File: config.mk
export PLATFORM = sky130hd
export DESIGN_NAME = rc4_key_search_ctrl_flat
export DESIGN_NICKNAME = d
export VERILOG_FILES = /design/src/rtl/rc4_ctrl_pkg.sv /design/src/rtl/rc4_key_search_ctrl_if.sv /design/src/rtl/s_mem_port_mux.sv /design/src/rtl/rc4_key_search_ctrl.sv /design/src/flat_wrapper.sv
export SDC_FILE = /design/constraint.sdc
export NUM_CORES = 1
export LEC_CHECK = 0
export ABC_AREA = 1
export CORE_UTILIZATION = 40
export CTS_BUF_LIST = sky130_fd_sc_hd__clkbuf_8
export DETAILED_ROUTE_END_ITERATION = 10
export PLACE_DENSITY = 0.74
export REMOVE_ABC_BUFFERS = 1
export SLEW_MARGIN = 10
export SYNTH_ARGS = -nofsm -noshare
export SYNTH_HDL_FRONTEND = slang
export SYNTH_HIERARCHICAL = 1
export SYNTH_SLANG_ARGS = --single-unit
File: constraint.sdc
create_clock -name clk -period 2.6 [get_ports clk]
set_clock_uncertainty 0.05 [all_clocks]
set_input_delay 0.78 -clock clk [delete_from_list [all_inputs] [get_ports clk]]
set_output_delay 0.78 -clock clk [all_outputs]
set_load 0.01 [all_outputs]
File: src/rtl/rc4_ctrl_pkg.sv
// Shared types and defaults for the RC4 key-search controller and phase FSMs.
package rc4_ctrl_pkg;

  localparam int                   KEY_W_DEF   = 24;
  localparam logic [KEY_W_DEF-1:0] KEY_MAX_DEF = 24'h3FFFFF;
  localparam int                   TIMEOUT_DEF = 4095;
  localparam int                   CNT_W       = 12;

  typedef enum logic [3:0] {
    ST_IDLE,
    ST_INIT_GO,
    ST_INIT_RUN,
    ST_SHUF_GO,
    ST_SHUF_RUN,
    ST_DEC_GO,
    ST_DEC_RUN,
    ST_NEXT_KEY,
    ST_DONE_OK,
    ST_DONE_EXH,
    ST_DONE_ERR
  } state_t;

  typedef enum logic [1:0] {
    OWN_NONE,
    OWN_INIT,
    OWN_SHUF,
    OWN_DEC
  } owner_t;

  // A phase owns s_memory from its launch cycle through its run state.
  function automatic owner_t owner_of(state_t s);
    case (s)
      ST_INIT_GO, ST_INIT_RUN: owner_of = OWN_INIT;
      ST_SHUF_GO, ST_SHUF_RUN: owner_of = OWN_SHUF;
      ST_DEC_GO,  ST_DEC_RUN:  owner_of = OWN_DEC;
      default:                 owner_of = OWN_NONE;
    endcase
  endfunction

endpackage

File: src/rtl/rc4_key_search_ctrl_if.sv
// Handshake and s_memory bus bundle between the controller and its phase FSMs.
interface rc4_key_search_ctrl_if #(
  parameter int KEY_W  = 24,
  parameter int ADDR_W = 8,
  parameter int DATA_W = 8
);
  logic              start, abort;
  logic [KEY_W-1:0]  key_start;
  logic              init_done, shuf_done, dec_done, dec_fail;
  logic              init_go, shuf_go, dec_go;
  logic [ADDR_W-1:0] init_addr, shuf_addr, dec_addr, mem_addr;
  logic [DATA_W-1:0] init_data, shuf_data, dec_data, mem_data;
  logic              init_wren, shuf_wren, dec_wren, mem_wren;
  logic [KEY_W-1:0]  key;
  logic              busy, found, exhausted, error;

  modport master (
    input  start, abort, key_start, init_done, shuf_done, dec_done, dec_fail,
           init_addr, init_data, init_wren, shuf_addr, shuf_data, shuf_wren,
           dec_addr, dec_data, dec_wren,
    output init_go, shuf_go, dec_go, mem_addr, mem_data, mem_wren,
           key, busy, found, exhausted, error
  );

  modport slave (
    output start, abort, key_start, init_done, shuf_done, dec_done, dec_fail,
           init_addr, init_data, init_wren, shuf_addr, shuf_data, shuf_wren,
           dec_addr, dec_data, dec_wren,
    input  init_go, shuf_go, dec_go, mem_addr, mem_data, mem_wren,
           key, busy, found, exhausted, error
  );
endinterface

File: src/rtl/s_mem_port_mux.sv
// Single-port s_memory arbiter: the registered owner picks one requester.
module s_mem_port_mux
  import rc4_ctrl_pkg::*;
#(
  parameter int ADDR_W = 8,
  parameter int DATA_W = 8
) (
  input  owner_t            owner,
  input  logic [ADDR_W-1:0] init_addr,
  input  logic [DATA_W-1:0] init_data,
  input  logic              init_wren,
  input  logic [ADDR_W-1:0] shuf_addr,
  input  logic [DATA_W-1:0] shuf_data,
  input  logic              shuf_wren,
  input  logic [ADDR_W-1:0] dec_addr,
  input  logic [DATA_W-1:0] dec_data,
  input  logic              dec_wren,
  output logic [ADDR_W-1:0] mem_addr,
  output logic [DATA_W-1:0] mem_data,
  output logic              mem_wren
);

  // NONE parks the port at address 0 with writes disabled.
  always_comb begin
    mem_addr = '0;
    mem_data = '0;
    mem_wren = 1'b0;
    case (owner)
      OWN_INIT: begin mem_addr = init_addr; mem_data = init_data; mem_wren = init_wren; end
      OWN_SHUF: begin mem_addr = shuf_addr; mem_data = shuf_data; mem_wren = shuf_wren; end
      OWN_DEC:  begin mem_addr = dec_addr;  mem_data = dec_data;  mem_wren = dec_wren;  end
      default:  ;
    endcase
  end

endmodule

File: src/rtl/rc4_key_search_ctrl.sv
// Per-key sequencer for init/shuffle/decrypt phases and s_memory port owner.
module rc4_key_search_ctrl
  import rc4_ctrl_pkg::*;
#(
  parameter int               KEY_W       = KEY_W_DEF,
  parameter logic [KEY_W-1:0] KEY_MAX     = KEY_W'(KEY_MAX_DEF),
  parameter int               ADDR_W      = 8,
  parameter int               DATA_W      = 8,
  parameter int               TIMEOUT_CYC = TIMEOUT_DEF
) (
  input logic                   clk,
  input logic                   rst,
  rc4_key_search_ctrl_if.master bus
);

  state_t            state, state_nxt;
  owner_t            owner;
  logic [KEY_W-1:0]  key;
  logic [CNT_W-1:0]  cnt, cnt_inc;
  logic              timeout, idle_like;

  assign cnt_inc   = cnt + 1'b1;
  assign timeout   = (cnt_inc == CNT_W'(TIMEOUT_CYC));
  assign idle_like = state inside {ST_IDLE, ST_DONE_OK, ST_DONE_EXH, ST_DONE_ERR};

  // Next-state: abort dominates, done/fail only matter in the matching RUN.
  always_comb begin
    state_nxt = state;
    if (bus.abort) begin
      state_nxt = ST_IDLE;
    end else begin
      case (state)
        ST_IDLE, ST_DONE_OK, ST_DONE_EXH, ST_DONE_ERR:
          if (bus.start) state_nxt = ST_INIT_GO;
        ST_INIT_GO:  state_nxt = ST_INIT_RUN;
        ST_INIT_RUN:
          if (bus.init_done)    state_nxt = ST_SHUF_GO;
          else if (timeout)     state_nxt = ST_DONE_ERR;
        ST_SHUF_GO:  state_nxt = ST_SHUF_RUN;
        ST_SHUF_RUN:
          if (bus.shuf_done)    state_nxt = ST_DEC_GO;
          else if (timeout)     state_nxt = ST_DONE_ERR;
        ST_DEC_GO:   state_nxt = ST_DEC_RUN;
        ST_DEC_RUN:
          if (bus.dec_fail)     state_nxt = ST_NEXT_KEY;
          else if (bus.dec_done) state_nxt = ST_DONE_OK;
          else if (timeout)     state_nxt = ST_DONE_ERR;
        ST_NEXT_KEY: state_nxt = (key == KEY_MAX) ? ST_DONE_EXH : ST_INIT_GO;
        default:     state_nxt = ST_IDLE;
      endcase
    end
  end

  // State, owner, key, watchdog and all registered outputs.
  always_ff @(posedge clk) begin
    if (rst) begin
      state         <= ST_IDLE;
      owner         <= OWN_NONE;
      key           <= '0;
      cnt           <= '0;
      bus.init_go   <= 1'b0;
      bus.shuf_go   <= 1'b0;
      bus.dec_go    <= 1'b0;
      bus.busy      <= 1'b0;
      bus.found     <= 1'b0;
      bus.exhausted <= 1'b0;
      bus.error     <= 1'b0;
    end else begin
      state         <= state_nxt;
      owner         <= owner_of(state_nxt);
      bus.init_go   <= (state_nxt == ST_INIT_GO);
      bus.shuf_go   <= (state_nxt == ST_SHUF_GO);
      bus.dec_go    <= (state_nxt == ST_DEC_GO);
      bus.busy      <= !(state_nxt inside {ST_IDLE, ST_DONE_OK, ST_DONE_EXH, ST_DONE_ERR});
      bus.found     <= (state_nxt == ST_DONE_OK);
      bus.exhausted <= (state_nxt == ST_DONE_EXH);
      bus.error     <= (state_nxt == ST_DONE_ERR);
      if (!bus.abort) begin
        if (idle_like && bus.start)
          key <= bus.key_start;
        else if (state == ST_NEXT_KEY && key != KEY_MAX)
          key <= key + 1'b1;
      end
      if (state inside {ST_INIT_GO, ST_SHUF_GO, ST_DEC_GO})
        cnt <= '0;
      else if (state inside {ST_INIT_RUN, ST_SHUF_RUN, ST_DEC_RUN})
        cnt <= cnt_inc;
    end
  end

  assign bus.key = key;

  s_mem_port_mux #(.ADDR_W(ADDR_W), .DATA_W(DATA_W)) u_mux (
    .owner     (owner),
    .init_addr (bus.init_addr), .init_data (bus.init_data), .init_wren (bus.init_wren),
    .shuf_addr (bus.shuf_addr), .shuf_data (bus.shuf_data), .shuf_wren (bus.shuf_wren),
    .dec_addr  (bus.dec_addr),  .dec_data  (bus.dec_data),  .dec_wren  (bus.dec_wren),
    .mem_addr  (bus.mem_addr),  .mem_data  (bus.mem_data),  .mem_wren  (bus.mem_wren)
  );

endmodule
File: src/flat_wrapper.sv
// flat-port wrapper written by rule: the top's interface ports become plain ports
module rc4_key_search_ctrl_flat import rc4_ctrl_pkg::*;
#(
  parameter int               KEY_W       = KEY_W_DEF,
  parameter logic [KEY_W-1:0] KEY_MAX     = KEY_W'(KEY_MAX_DEF),
  parameter int               ADDR_W      = 8,
  parameter int               DATA_W      = 8,
  parameter int               TIMEOUT_CYC = TIMEOUT_DEF
)
  (clk, rst, bus_start, bus_abort, bus_key_start, bus_init_done, bus_shuf_done, bus_dec_done, bus_dec_fail, bus_init_addr, bus_init_data, bus_init_wren, bus_shuf_addr, bus_shuf_data, bus_shuf_wren, bus_dec_addr, bus_dec_data, bus_dec_wren, bus_init_go, bus_shuf_go, bus_dec_go, bus_mem_addr, bus_mem_data, bus_mem_wren, bus_key, bus_busy, bus_found, bus_exhausted, bus_error);
  rc4_key_search_ctrl_if #(.KEY_W(KEY_W), .ADDR_W(ADDR_W), .DATA_W(DATA_W)) bus_i ();
  input logic clk;
  input logic rst;
  input wire logic [$bits(bus_i.start)-1:0] bus_start;
  input wire logic [$bits(bus_i.abort)-1:0] bus_abort;
  input wire logic [$bits(bus_i.key_start)-1:0] bus_key_start;
  input wire logic [$bits(bus_i.init_done)-1:0] bus_init_done;
  input wire logic [$bits(bus_i.shuf_done)-1:0] bus_shuf_done;
  input wire logic [$bits(bus_i.dec_done)-1:0] bus_dec_done;
  input wire logic [$bits(bus_i.dec_fail)-1:0] bus_dec_fail;
  input wire logic [$bits(bus_i.init_addr)-1:0] bus_init_addr;
  input wire logic [$bits(bus_i.init_data)-1:0] bus_init_data;
  input wire logic [$bits(bus_i.init_wren)-1:0] bus_init_wren;
  input wire logic [$bits(bus_i.shuf_addr)-1:0] bus_shuf_addr;
  input wire logic [$bits(bus_i.shuf_data)-1:0] bus_shuf_data;
  input wire logic [$bits(bus_i.shuf_wren)-1:0] bus_shuf_wren;
  input wire logic [$bits(bus_i.dec_addr)-1:0] bus_dec_addr;
  input wire logic [$bits(bus_i.dec_data)-1:0] bus_dec_data;
  input wire logic [$bits(bus_i.dec_wren)-1:0] bus_dec_wren;
  output wire logic [$bits(bus_i.init_go)-1:0] bus_init_go;
  output wire logic [$bits(bus_i.shuf_go)-1:0] bus_shuf_go;
  output wire logic [$bits(bus_i.dec_go)-1:0] bus_dec_go;
  output wire logic [$bits(bus_i.mem_addr)-1:0] bus_mem_addr;
  output wire logic [$bits(bus_i.mem_data)-1:0] bus_mem_data;
  output wire logic [$bits(bus_i.mem_wren)-1:0] bus_mem_wren;
  output wire logic [$bits(bus_i.key)-1:0] bus_key;
  output wire logic [$bits(bus_i.busy)-1:0] bus_busy;
  output wire logic [$bits(bus_i.found)-1:0] bus_found;
  output wire logic [$bits(bus_i.exhausted)-1:0] bus_exhausted;
  output wire logic [$bits(bus_i.error)-1:0] bus_error;
  assign bus_i.start = bus_start;
  assign bus_i.abort = bus_abort;
  assign bus_i.key_start = bus_key_start;
  assign bus_i.init_done = bus_init_done;
  assign bus_i.shuf_done = bus_shuf_done;
  assign bus_i.dec_done = bus_dec_done;
  assign bus_i.dec_fail = bus_dec_fail;
  assign bus_i.init_addr = bus_init_addr;
  assign bus_i.init_data = bus_init_data;
  assign bus_i.init_wren = bus_init_wren;
  assign bus_i.shuf_addr = bus_shuf_addr;
  assign bus_i.shuf_data = bus_shuf_data;
  assign bus_i.shuf_wren = bus_shuf_wren;
  assign bus_i.dec_addr = bus_dec_addr;
  assign bus_i.dec_data = bus_dec_data;
  assign bus_i.dec_wren = bus_dec_wren;
  assign bus_init_go = bus_i.init_go;
  assign bus_shuf_go = bus_i.shuf_go;
  assign bus_dec_go = bus_i.dec_go;
  assign bus_mem_addr = bus_i.mem_addr;
  assign bus_mem_data = bus_i.mem_data;
  assign bus_mem_wren = bus_i.mem_wren;
  assign bus_key = bus_i.key;
  assign bus_busy = bus_i.busy;
  assign bus_found = bus_i.found;
  assign bus_exhausted = bus_i.exhausted;
  assign bus_error = bus_i.error;
  rc4_key_search_ctrl #(.KEY_W(KEY_W), .KEY_MAX(KEY_MAX), .ADDR_W(ADDR_W), .DATA_W(DATA_W), .TIMEOUT_CYC(TIMEOUT_CYC)) u_core (.clk(clk), .rst(rst), .bus(bus_i));
endmodule
==> impl_metrics.py, run 1 <==
metrics = {
    "outcome": {
        "outcome": "finished, final reports clean",
    },
    "yosys": {
        "async_flop_share_pct": 0,
        "synth.top_cell.area_share_pct": 25.58,
        "ys_seq_area_share_pct": 25.58,
        "avgSynthCellArea_um2": 6.922,
        "synth_flop_cell": "dfxtp_1",
        "yosys_register_bits": 49,
        "yosysWarnings": 6,
        "synth_top_area_cell": "dfxtp_1",
        "synthMostInstantiatedCell": "nand2_1",
        "synth_cells": 554,
        "synth_area_leaders": "dfxtp_1 (26%), nand2_1 (10%), nand3_2 (9.7%)",
        "synthTopCellsByCount": "nand2_1 (102), nand3_1 (62), nor2_1 (56), dfxtp_1 (49), inv_1 (48)",
        "synth_edf_count": 0,
        "yosysUniqueCellTypes": 44,
        "syn_area_um2": 3835,
    },
    "power": {
        "ir_drop_uv": 249.1,
        "power_density_nw_per_um2": 356.4,
        "p_leak_nw": 2.283,
    },
    "cells_and_area": {
        "syn_to_final_growth_pct": 38.24,
        "drive_above_1_share_pct": 15.91,
        "nets": 764,
        "multiInputGateArea_um2": 2406,
        "nFillCells": 896,
        "antenna_cells": 0,
        "regArea_um2": 980.9,
    },
    "detailed_routing": {
        "first_iter_violations": 230,
        "dr.pass1.iters": 5,
        "drc_errors": 0,
        "wire_per_inst_um": 12.75,
        "via_per_inst": 5.116,
        "routed-via-count": 4134,
        "antenna_left": 0,
        "wl_mm": 10.30,
    },
    "global_route": {
        "grt_max_degree": 36,
        "grt_overflow_total": 0,
        "grt_first_pass_wirelength_mm": 17.19,
        "grt_pass1_vias": 3919,
        "antenna_found_initial": 0,
        "gr-usage-all-layers_pct": 20.61,
    },
    "sta": {
        "min_period_ps": 2536,
        "fin_tns_setup_ps": 0,
        "hold_slack_ps": 475.7,
        "min_period_over_period_pct": 97.54,
        "worstMarginPinSlew_ps": 367.1,
        "slew_violations": 0,
        "max_freq_mhz": 394.3,
        "rsz0062_at_grt": "no",
        "hold_viol_final": 0,
        "worst_slew_margin_rel_pct": 75.50,
        "setup_viol": 0,
    },
    "place": {
        "dp_hpwl_mm": 7.755,
        "place.gp.congestion": 0.9318,
        "port_buffers": 130,
    },
    "critical_path": {
        "rr_worst_depth": 16,
        "path_max_fanout": 1,
        "crit_top_cell": "nand3_1",
        "worstSetupPathType": "in -> out",
        "worstSetupStartpointType": "input pin",
        "crit_family": "buffers and inverters",
        "slowest_delay_ps": 470,
        "cp.arrival_ps": 1710,
        "crit_path_end_kind": "primary output",
        "critPathBufInv": 2,
        "cp.depth": 4,
        "cp_slowest_cell": "clkdlybuf4s50_1",
        "crit_path_cell_trace": "clkdlybuf4s50_1 > nand3_1 > nand3_1 > dlygate4sd2_1",
        "cp.required_ps": 1770,
    },
    "clock_network": {
        "cts_made_buffers": 5,
        "insertion_delay_ps": 300,
        "root_buffer": "clkbuf_8",
        "tritoncts": "done",
        "htree_levels": 2,
        "clockBufferDepth": 2,
        "clkSlewWorstSetupHoldPaths_ps": 80,
        "post-cts-setup-buffers": 0,
        "cts.sinks": 49,
    },
    "worst_hold_path": {
        "hold_depth": 1,
        "hp-class": "reg -> reg",
    },
    "die": {
        "rows": 35,
        "core-area_um2": 9284,
        "start_util_pct": 41.31,
        "die_h_um": 99.92,
        "io_pins": 131,
        "die-area_um2": 9983,
        "die_w_um": 99.92,
    },
    "job": {
        "drv_cap": 0,
    },
}
==> flip-flops by register name, indices dropped and copies added (netlist names), 2 cells and up <==
register,count
u_core/owner,2
u_core/cnt,12
u_core/state,4
u_core/bus.key,24
==> timing repair <==
| action | CTS | global route |
|---|---|---|
| gates resized for setup | 17 | 1 |
| endpoints found under the setup margin | 17 | 1 |
| hold buffers | 0 | 0 |
==> metrics by stage <==
| stage | instance area, µm² | utilization [%] | power [mW] | cells | setup WS (ps) |
|---|---|---|---|---|---|
| 2_1_floorplan | 3616 | - | 1.049 | 528 | 317.7 |
| 3_3_place_gp | 5201 | 56.02 | 1.325 | 800 | -230.2 |
| 3_5_place_dp | 5201 | 56.02 | 1.336 | 800 | -234.4 |
| 4_1_cts | 5300 | 57.09 | 1.909 | 808 | 33.98 |
| 5_1_grt | 5301 | 57.10 | 1.990 | 808 | 2.652 |
| 6_report | 5301 | 57.10 | 1.889 | 808 | 64.05 |
==> worst reg2reg max path, stage by stage, from the launching register on <==
cell and delay [ps]:
dfxtp_1 440, ha_1 290, nand2_1 100, nor2_2 170
nand2_1 70, nand2_1 100, nand2_2 60, nor3_2 140
nand2_2 120, nand3_1 90, nand2_1 50, nand2_1 50
nand3_1 120, nand2_1 160, nand3_2 80, nand2_1 60
nor2_1 40
==> worst paths after layout <==
path / start / slack (ps) / end
hold / removal: u_core/cnt[0] / 480 / u_core/cnt[0]
setup / recovery: bus_dec_wren / 60 / bus_mem_wren
setup reg to reg: u_core/cnt[1] / 310 / u_core/bus.busy
hold reg to reg: u_core/cnt[0] / 480 / u_core/cnt[0]
==> cell usage in the layout, fill, tap and decap left out, types with 2 or more instances in the layout <==
master             n
inv_1             48
nand2_1          102
o21ai_0           25
o21ai_1           15
o211ai_1           5
nand2_2           13
a21oi_1           29
nand3_1           62
nand2_4            4
xnor2_1            6
clkbuf_8           6
buf_12             2
a31oi_1            7
nor2_1            56
a211oi_1           2
buf_4             11
xor2_1            10
nor3_1             6
dfxtp_1           49
a211oi_2           2
ha_1               3
nor3_2             3
nand4_1            9
nor2_4             6
dlygate4sd2_1     16
clkdlybuf4s50_1  113
nor2_2             6
or2_2              2
o21bai_1           2
nand3_2           37
inv_2              6
==> layout make-up <==
class	count	share of cell area, %
Clock inverter	2	0.7080
Multi-Input combinational cell	422	45.39
Tap cell	129	3.045
Inverter	57	4.319
Sequential cell	49	18.50
Clock buffer	6	1.558
Timing Repair Buffer	143	26.48
==> metal layers <==
layer	part of all wire (%)	track usage, %	routed length [µm]	vias up
li1	-	-	-	2084
met1	42	23.94	4315	1878
met2	48	37.67	4975	162
met3	9.0	5.153	925	10
met4	0.81	5.090	83	0
met5	0	0	0	-
==> where the power goes <==
group / switching, mW / internal, mW
logic: 0.225 / 0.255
clock network: 0.266 / 0.313
registers: 0.0460 / 0.784
==> kinds of logic after synthesis <==
family / after synthesis / synth area share, %
AOI/OAI and AO/OA: 91 / 13.44
xor gates and xnor gates: 16 / 3.654
adders and majority gates: 3 / 0.9789
buffers and inverters: 83 / 11.68
DFF: 49 / 25.58
and+or+nand+nor: 312 / 44.67
Power figures use the tool's default switching activity.
==> run 2: changes to the inputs <==
--- a/config.mk
+++ b/config.mk
@@ -9,10 +9,9 @@
 export CORE_UTILIZATION = 40
 export CTS_BUF_LIST = sky130_fd_sc_hd__clkbuf_8
 export DETAILED_ROUTE_END_ITERATION = 10
-export PLACE_DENSITY = 0.74
+export PLACE_DENSITY = 0.79
 export REMOVE_ABC_BUFFERS = 1
 export SLEW_MARGIN = 10
 export SYNTH_ARGS = -nofsm -noshare
 export SYNTH_HDL_FRONTEND = slang
-export SYNTH_HIERARCHICAL = 1
 export SYNTH_SLANG_ARGS = --single-unit
==> constraint.sdc (replaced) <==
create_clock -name clk -period 2.33 [get_ports clk]
set_clock_uncertainty 0.05 [all_clocks]
set_input_delay 0.699 -clock clk [delete_from_list [all_inputs] [get_ports clk]]
set_output_delay 0.699 -clock clk [all_outputs]
set_load 0.01 [all_outputs]
==> impl_metrics.py, run 2 <==
metrics = {
    "critical_path": {
        "timing.rr.start": "u_core.bus.key[1]",
        "cp.arrival_ps": 1560,
        "crit_family": "buffers and inverters",
        "crit_path_start": "bus_dec_addr[2]",
        "crit_top_cell": "nand3_1",
        "path_max_fanout": 1,
        "crit_path_end_kind": "primary output",
        "critPathBufInv": 2,
        "worstSetupPathType": "in -> out",
        "cp.required_ps": 1580,
        "worstSetupStartpointType": "input pin",
        "cp_slowest_cell": "clkdlybuf4s50_1",
        "slowest_delay_ps": 460,
        "crit_path_cell_trace": "clkdlybuf4s50_1 > nand3_1 > nand3_1 > clkdlybuf4s15_1",
    },
    "yosys": {
        "synth.top_cell.area_share_pct": 29.14,
        "synth_area_leaders": "dfxtp_1 (29%), nand2_1 (16%), nand3_1 (9.1%)",
        "synth_flop_cell": "dfxtp_1",
        "yosysUniqueCellTypes": 41,
        "synth_edf_count": 0,
        "yosys_register_bits": 49,
        "yosysWarnings": 0,
        "synthMostInstantiatedCell": "nand2_1",
        "synthTopCellsByCount": "nand2_1 (143), nand3_1 (61), inv_1 (54), nor2_1 (52), dfxtp_1 (49)",
        "ys_seq_area_share_pct": 29.14,
        "synth_top_area_cell": "dfxtp_1",
        "async_flop_share_pct": 0,
        "syn_area_um2": 3366,
        "synth_cells": 539,
        "avgSynthCellArea_um2": 6.244,
    },
    "worst_hold_path": {
        "min_from": "u_core.cnt[0]",
        "hp-class": "reg -> reg",
    },
    "clock_network": {
        "cts_made_buffers": 5,
        "cts.sinks": 49,
        "clockBufferDepth": 2,
        "insertion_delay_ps": 310,
        "root_buffer": "clkbuf_8",
        "clkSlewWorstSetupHoldPaths_ps": 90,
        "htree_levels": 2,
        "tritoncts": "done",
    },
    "sta": {
        "fin_tns_setup_ps": 0,
        "slew_violations": 0,
        "min_period_over_period_pct": 98.96,
        "min_period_ps": 2306,
        "worst_slew_margin_rel_pct": 78.83,
        "final.setup.worst_slack_ps": 24.12,
        "setup_viol": 0,
        "hold_slack_ps": 437.3,
        "max_freq_mhz": 433.7,
        "hold_viol_final": 0,
        "worstMarginPinSlew_ps": 317.1,
    },
    "cells_and_area": {
        "syn_to_final_growth_pct": 47.32,
        "final_area_um2": 4959,
        "regMostFlops": "u_core.bus.key",
        "largest_register_ffs": 24,
        "reg_top3": "u_core.bus.key: 24 flops, u_core.cnt: 12 flops, u_core.state: 4 flops",
        "final_common_cell": "nand2_1",
        "drive_above_1_share_pct": 12.85,
        "most-common-layout-cells": "nand2_1 (142), clkdlybuf4s50_1 (111), nand3_1 (59)",
        "nets": 762,
        "antenna_cells": 0,
    },
    "power": {
        "internal_power_mw": 1.511,
        "total_power_mw": 2.100,
        "switchingPower_uw": 589.1,
        "power_frac_seq_pct": 43.8,
        "p_comb_share_pct": 25.7,
        "power.share.clock_pct": 30.4,
        "switching_share_pct": 28.06,
        "power_density_nw_per_um2": 423.5,
        "p_leak_nw": 2.111,
        "ir_drop_uv": 231.7,
    },
    "place": {
        "dp_hpwl_mm": 7.763,
        "placed_area_um2": 4876,
        "port_buffers": 130,
        "place.gp.congestion": 0.9158,
        "place_ws_ps": -372.4,
    },
    "outcome": {
        "outcome": "finished, final reports clean",
    },
    "global_route": {
        "grt_first_pass_wirelength_mm": 16.22,
        "grt_pass1_vias": 3710,
        "gr-usage-all-layers_pct": 22.82,
        "grt_overflow_total": 0,
        "grt_max_degree": 27,
        "antenna_found_initial": 0,
    },
    "detailed_routing": {
        "dr.pass1.iters": 5,
        "wl_mm": 10.23,
        "wire_per_inst_um": 13.08,
        "first_iter_violations": 258,
        "routed-via-count": 4004,
        "via_per_inst": 5.120,
        "drc_errors": 0,
        "antenna_left": 0,
    },
    "die": {
        "die_h_um": 93.73,
        "core-area_um2": 8175,
        "die_w_um": 93.73,
        "die-area_um2": 8785,
        "io_pins": 131,
        "rows": 33,
        "start_util_pct": 41.17,
    },
    "job": {
        "drv_cap": 0,
    },
}
run 2: kinds of logic (layout without fill, tap and decap cells):
group	after synthesis	count (layout)	synth area share, %
DFF	49	49	29.14
and+or+nand+nor	304	304	41.64
xor gates and xnor gates	11	11	2.862
adders and majority gates	3	3	1.115
buffers and inverters	80	218	9.368
AOI/OAI and AO/OA	92	92	15.87
run 2: path summary, 6_finish.rpt:
check | end | slack, ps | depth (start not counted)
worst max register to register | u_core.bus.key[23] | 130 | 14
worst max-delay path | bus_mem_addr[2] | 20 | 4
worst min-delay path | u_core.cnt[0] | 440 | 1
worst min register to register | u_core.cnt[0] | 440 | 1
run 2: area by class of cell:
class / count / area, µm²
Clock buffer: 6 / 82.58
Clock inverter: 2 / 33.78
Fill cell: 750 / 3217
Inverter: 60 / 226.5
Multi-Input combinational cell: 410 / 2093
Sequential cell: 49 / 984.7
Tap cell: 105 / 131.4
Timing Repair Buffer: 150 / 1406
run 2: through the flow:
| stage | std cells | util, % |
|---|---|---|
| 6_report | 782 | 60.65 |
| 5_1_grt | 782 | 60.65 |
| 4_1_cts | 781 | 61.19 |
| 3_5_place_dp | 773 | 59.64 |
| 3_3_place_gp | 773 | 59.64 |
| 2_1_floorplan | 519 | - |
run 2: metal layers:
metal | share of wire (%) | GRT usage [%]
met1 | 40 | 25.21
met2 | 51 | 42.94
met3 | 8.3 | 4.531
met4 | 1.3 | 7.821
met5 | 0 | 0
run 2: power by group through the flow:
stage | logic (mW) | registers (mW) | clock network, mW
detailed placement | 0.551 | 0.938 | 0
global route | 0.590 | 0.927 | 0.685
floorplan | 0.201 | 0.950 | 0
finish | 0.540 | 0.920 | 0.639
global placement | 0.542 | 0.937 | 0
CTS | 0.546 | 0.919 | 0.650
run 2: worst reg2reg max path, cell delays in order, from the launching register on:
cell and delay, ps:
dfxtp_2 360, ha_1 180, nand2_1 90, nor3_2 170
and2_4 190, nand2_2 70, nor2_2 130, nand3_1 120
nand2_1 120, a21oi_4 70, buf_4 140, inv_2 180
a21oi_1 70, a21oi_1 120, nor2_1 50
run 2: repair_timing:
action,in CTS,in global routing
pin swaps,1,2
hold endpoints to repair,0,0
hold buffers,0,0
gates resized for setup,40,25
buffers inserted,0,1
endpoints found under the setup margin,17,47
==> run 3: changes to the inputs <==
--- a/config.mk
+++ b/config.mk
@@ -6,12 +6,14 @@
 export NUM_CORES = 1
 export LEC_CHECK = 0
 export ABC_AREA = 1
+export CORE_MARGIN = 3
 export CORE_UTILIZATION = 40
 export CTS_BUF_LIST = sky130_fd_sc_hd__clkbuf_8
 export DETAILED_ROUTE_END_ITERATION = 10
-export PLACE_DENSITY = 0.79
+export PLACE_DENSITY = 0.77
 export REMOVE_ABC_BUFFERS = 1
 export SLEW_MARGIN = 10
 export SYNTH_ARGS = -nofsm -noshare
 export SYNTH_HDL_FRONTEND = slang
+export SYNTH_HIERARCHICAL = 1
 export SYNTH_SLANG_ARGS = --single-unit
==> impl_metrics.py, run 3 (synthesized netlist as in run 1, its figures left out) <==
metrics = {
    "critical_path": {
        "critPathBufInv": 2,
        "worstSetupPathType": "in -> out",
        "cp_slowest_cell": "clkdlybuf4s50_1",
        "slowest_delay_ps": 470,
        "path_max_fanout": 1,
        "crit_path_cell_trace": "clkdlybuf4s50_1 > nand3_1 > nand3_1 > buf_2",
        "crit_family": "buffers and inverters",
        "worstSetupStartpointType": "input pin",
        "crit_path_end_kind": "primary output",
        "crit_top_cell": "nand3_1",
        "cp.required_ps": 1580,
        "cp.arrival_ps": 1490,
    },
    "cells_and_area": {
        "final_util_pct": 57.22,
        "stdcell_count": 811,
        "final_common_cell": "clkdlybuf4s50_1",
        "antenna_cells": 0,
        "nets": 767,
        "most-common-layout-cells": "clkdlybuf4s50_1 (113), nand2_1 (100), nand3_1 (59)",
        "drive_above_1_share_pct": 20.23,
        "syn_to_final_growth_pct": 38.53,
        "regMostFlops": "u_core/bus.key",
        "reg_top3": "u_core/bus.key: 24 flops, u_core/cnt: 12 flops, u_core/state: 4 flops",
        "largest_register_ffs": 24,
    },
    "detailed_routing": {
        "routed-via-count": 4153,
        "dr.pass1.iters": 7,
        "wire_per_inst_um": 13.31,
        "drc_errors": 0,
        "met1_length_mm": 4.638,
        "first_iter_violations": 271,
        "wl_met2_mm": 5.125,
        "met3_wirelength_um": 823,
        "antenna_left": 0,
        "via_per_inst": 5.121,
        "wl_mm": 10.79,
        "top_layer": "met4",
    },
    "sta": {
        "worstMarginPinSlew_ps": 326.4,
        "max_freq_mhz": 447.1,
        "setup_viol": 0,
        "worst_slew_margin_rel_pct": 78.07,
        "fin_tns_setup_ps": 0,
        "min_period_over_period_pct": 96.00,
        "final.setup.worst_slack_ps": 93.29,
        "hold_viol_final": 0,
        "rsz0062_at_grt": "no",
        "min_period_ps": 2237,
        "slew_violations": 0,
    },
    "die": {
        "start_util_pct": 41.31,
        "io_pins": 131,
        "rows": 35,
        "die-area_um2": 10800,
        "die_h_um": 103.9,
        "die_w_um": 103.9,
        "core-area_um2": 9284,
    },
    "global_route": {
        "grt_pass1_vias": 4127,
        "grt_max_degree": 36,
        "grt_first_pass_wirelength_mm": 18.59,
        "gr-usage-all-layers_pct": 19.74,
        "grt_overflow_total": 0,
        "antenna_found_initial": 0,
    },
    "clock_network": {
        "clkSlewWorstSetupHoldPaths_ps": 100,
        "insertion_delay_ps": 310,
        "root_buffer": "clkbuf_8",
        "clockBufferDepth": 2,
        "htree_levels": 2,
        "tritoncts": "done",
        "cts_made_buffers": 5,
        "cts.sinks": 49,
        "cts.hold.buffers_added": 0,
    },
    "place": {
        "port_buffers": 130,
        "place_ws_ps": -354.5,
        "place.gp.congestion": 0.9069,
        "dp_hpwl_mm": 8.183,
        "placedCellCount": 803,
    },
    "outcome": {
        "outcome": "finished, final reports clean",
    },
    "power": {
        "ir_drop_uv": 253.8,
        "switching_share_pct": 31.44,
        "power_frac_seq_pct": 45.8,
        "total_power_mw": 2.026,
        "power_density_nw_per_um2": 381.3,
        "power.share.clock_pct": 27.0,
        "p_leak_nw": 2.251,
        "switchingPower_uw": 636.9,
        "p_comb_share_pct": 27.3,
        "internal_power_mw": 1.389,
    },
    "job": {
        "drv_cap": 0,
    },
    "worst_hold_path": {
        "hp-class": "reg -> reg",
    },
}
[run 3: cell types whose count changed in the layout (fill, tap and decap cells not counted), moves of 4 or more]
cell,previous run,this run
inv_1,55,48
buf_2,2,8
nand2_4,0,4
o21ai_1,2,15
nor2_1,51,56
nand2_1,142,100
a211oi_1,6,2
buf_4,18,10
o21ai_0,36,25
a21oi_1,24,29
nand2_2,7,15
xnor2_1,1,6
nand3_2,4,40
[run 3: area by class of cell]
type                    instances  area (µm²)
clock inverters                 3       25.02
flip-flops and latches         49       984.7
repair buffers                146        1403
multi-input cells             422        2441
clock buffers                   5       68.82
inverters                      57       229.0
fillers                       871        3971
well taps                     129       161.4
[run 3: power groups by stage]
stage	Combinational, mW	Sequential, mW	Clock (mW)
after floorplan	0.209	0.961	0
after global placement	0.550	0.943	0
after detailed placement	0.562	0.944	0
after CTS	0.557	0.925	0.568
after global routing	0.604	0.935	0.594
final	0.552	0.927	0.546
[run 3: routing by layer]
layer	vias to the layer above	track usage, %
met2	177	34.08
met3	24	4.159
met4	0	6.553
met1	1861	24.44
li1	2091	-
met5	-	0
[run 3: worst reg2reg max path, cell delays in order, from the launching register on]
cell and delay (ps):
dfxtp_2 380, ha_2 190, nand2_2 80, nor2_4 120, nand3_2 110, inv_2 90, nand2_2 70, nor2_4 120
nand3_2 100, o21ai_1 140, nand2_1 100, nand2_4 80, inv_4 100, buf_12 170, o21ai_1 130, a31oi_1 50
[run 3: path summary, 6_finish.rpt]
path | startpoint | end | slack (ps) | cells after the start
hold reg to reg | u_core/cnt[0] | u_core/cnt[0] | 470 | 1
setup reg to reg | u_core/bus.key[1] | u_core/bus.key[7] | 160 | 15
setup / recovery | bus_shuf_addr[2] | bus_mem_addr[2] | 90 | 4
hold / removal | u_core/cnt[0] | u_core/cnt[0] | 470 | 1
[run 3: timing repair]
item / CTS / global route
endpoints found under the setup margin: 17 / 39
gates resized for setup: 47 / 24
buffers inserted: 0 / 0
pin swaps: 0 / 2
[run 3: per-stage QoR]
stage	instance area, µm²	hold WS (ps)
after floorplan	3616	419.8
after global placement	5261	438.6
after detailed placement	5261	450.6
after CTS	5341	475.3
after global routing	5313	482.6
final	5313	471.6
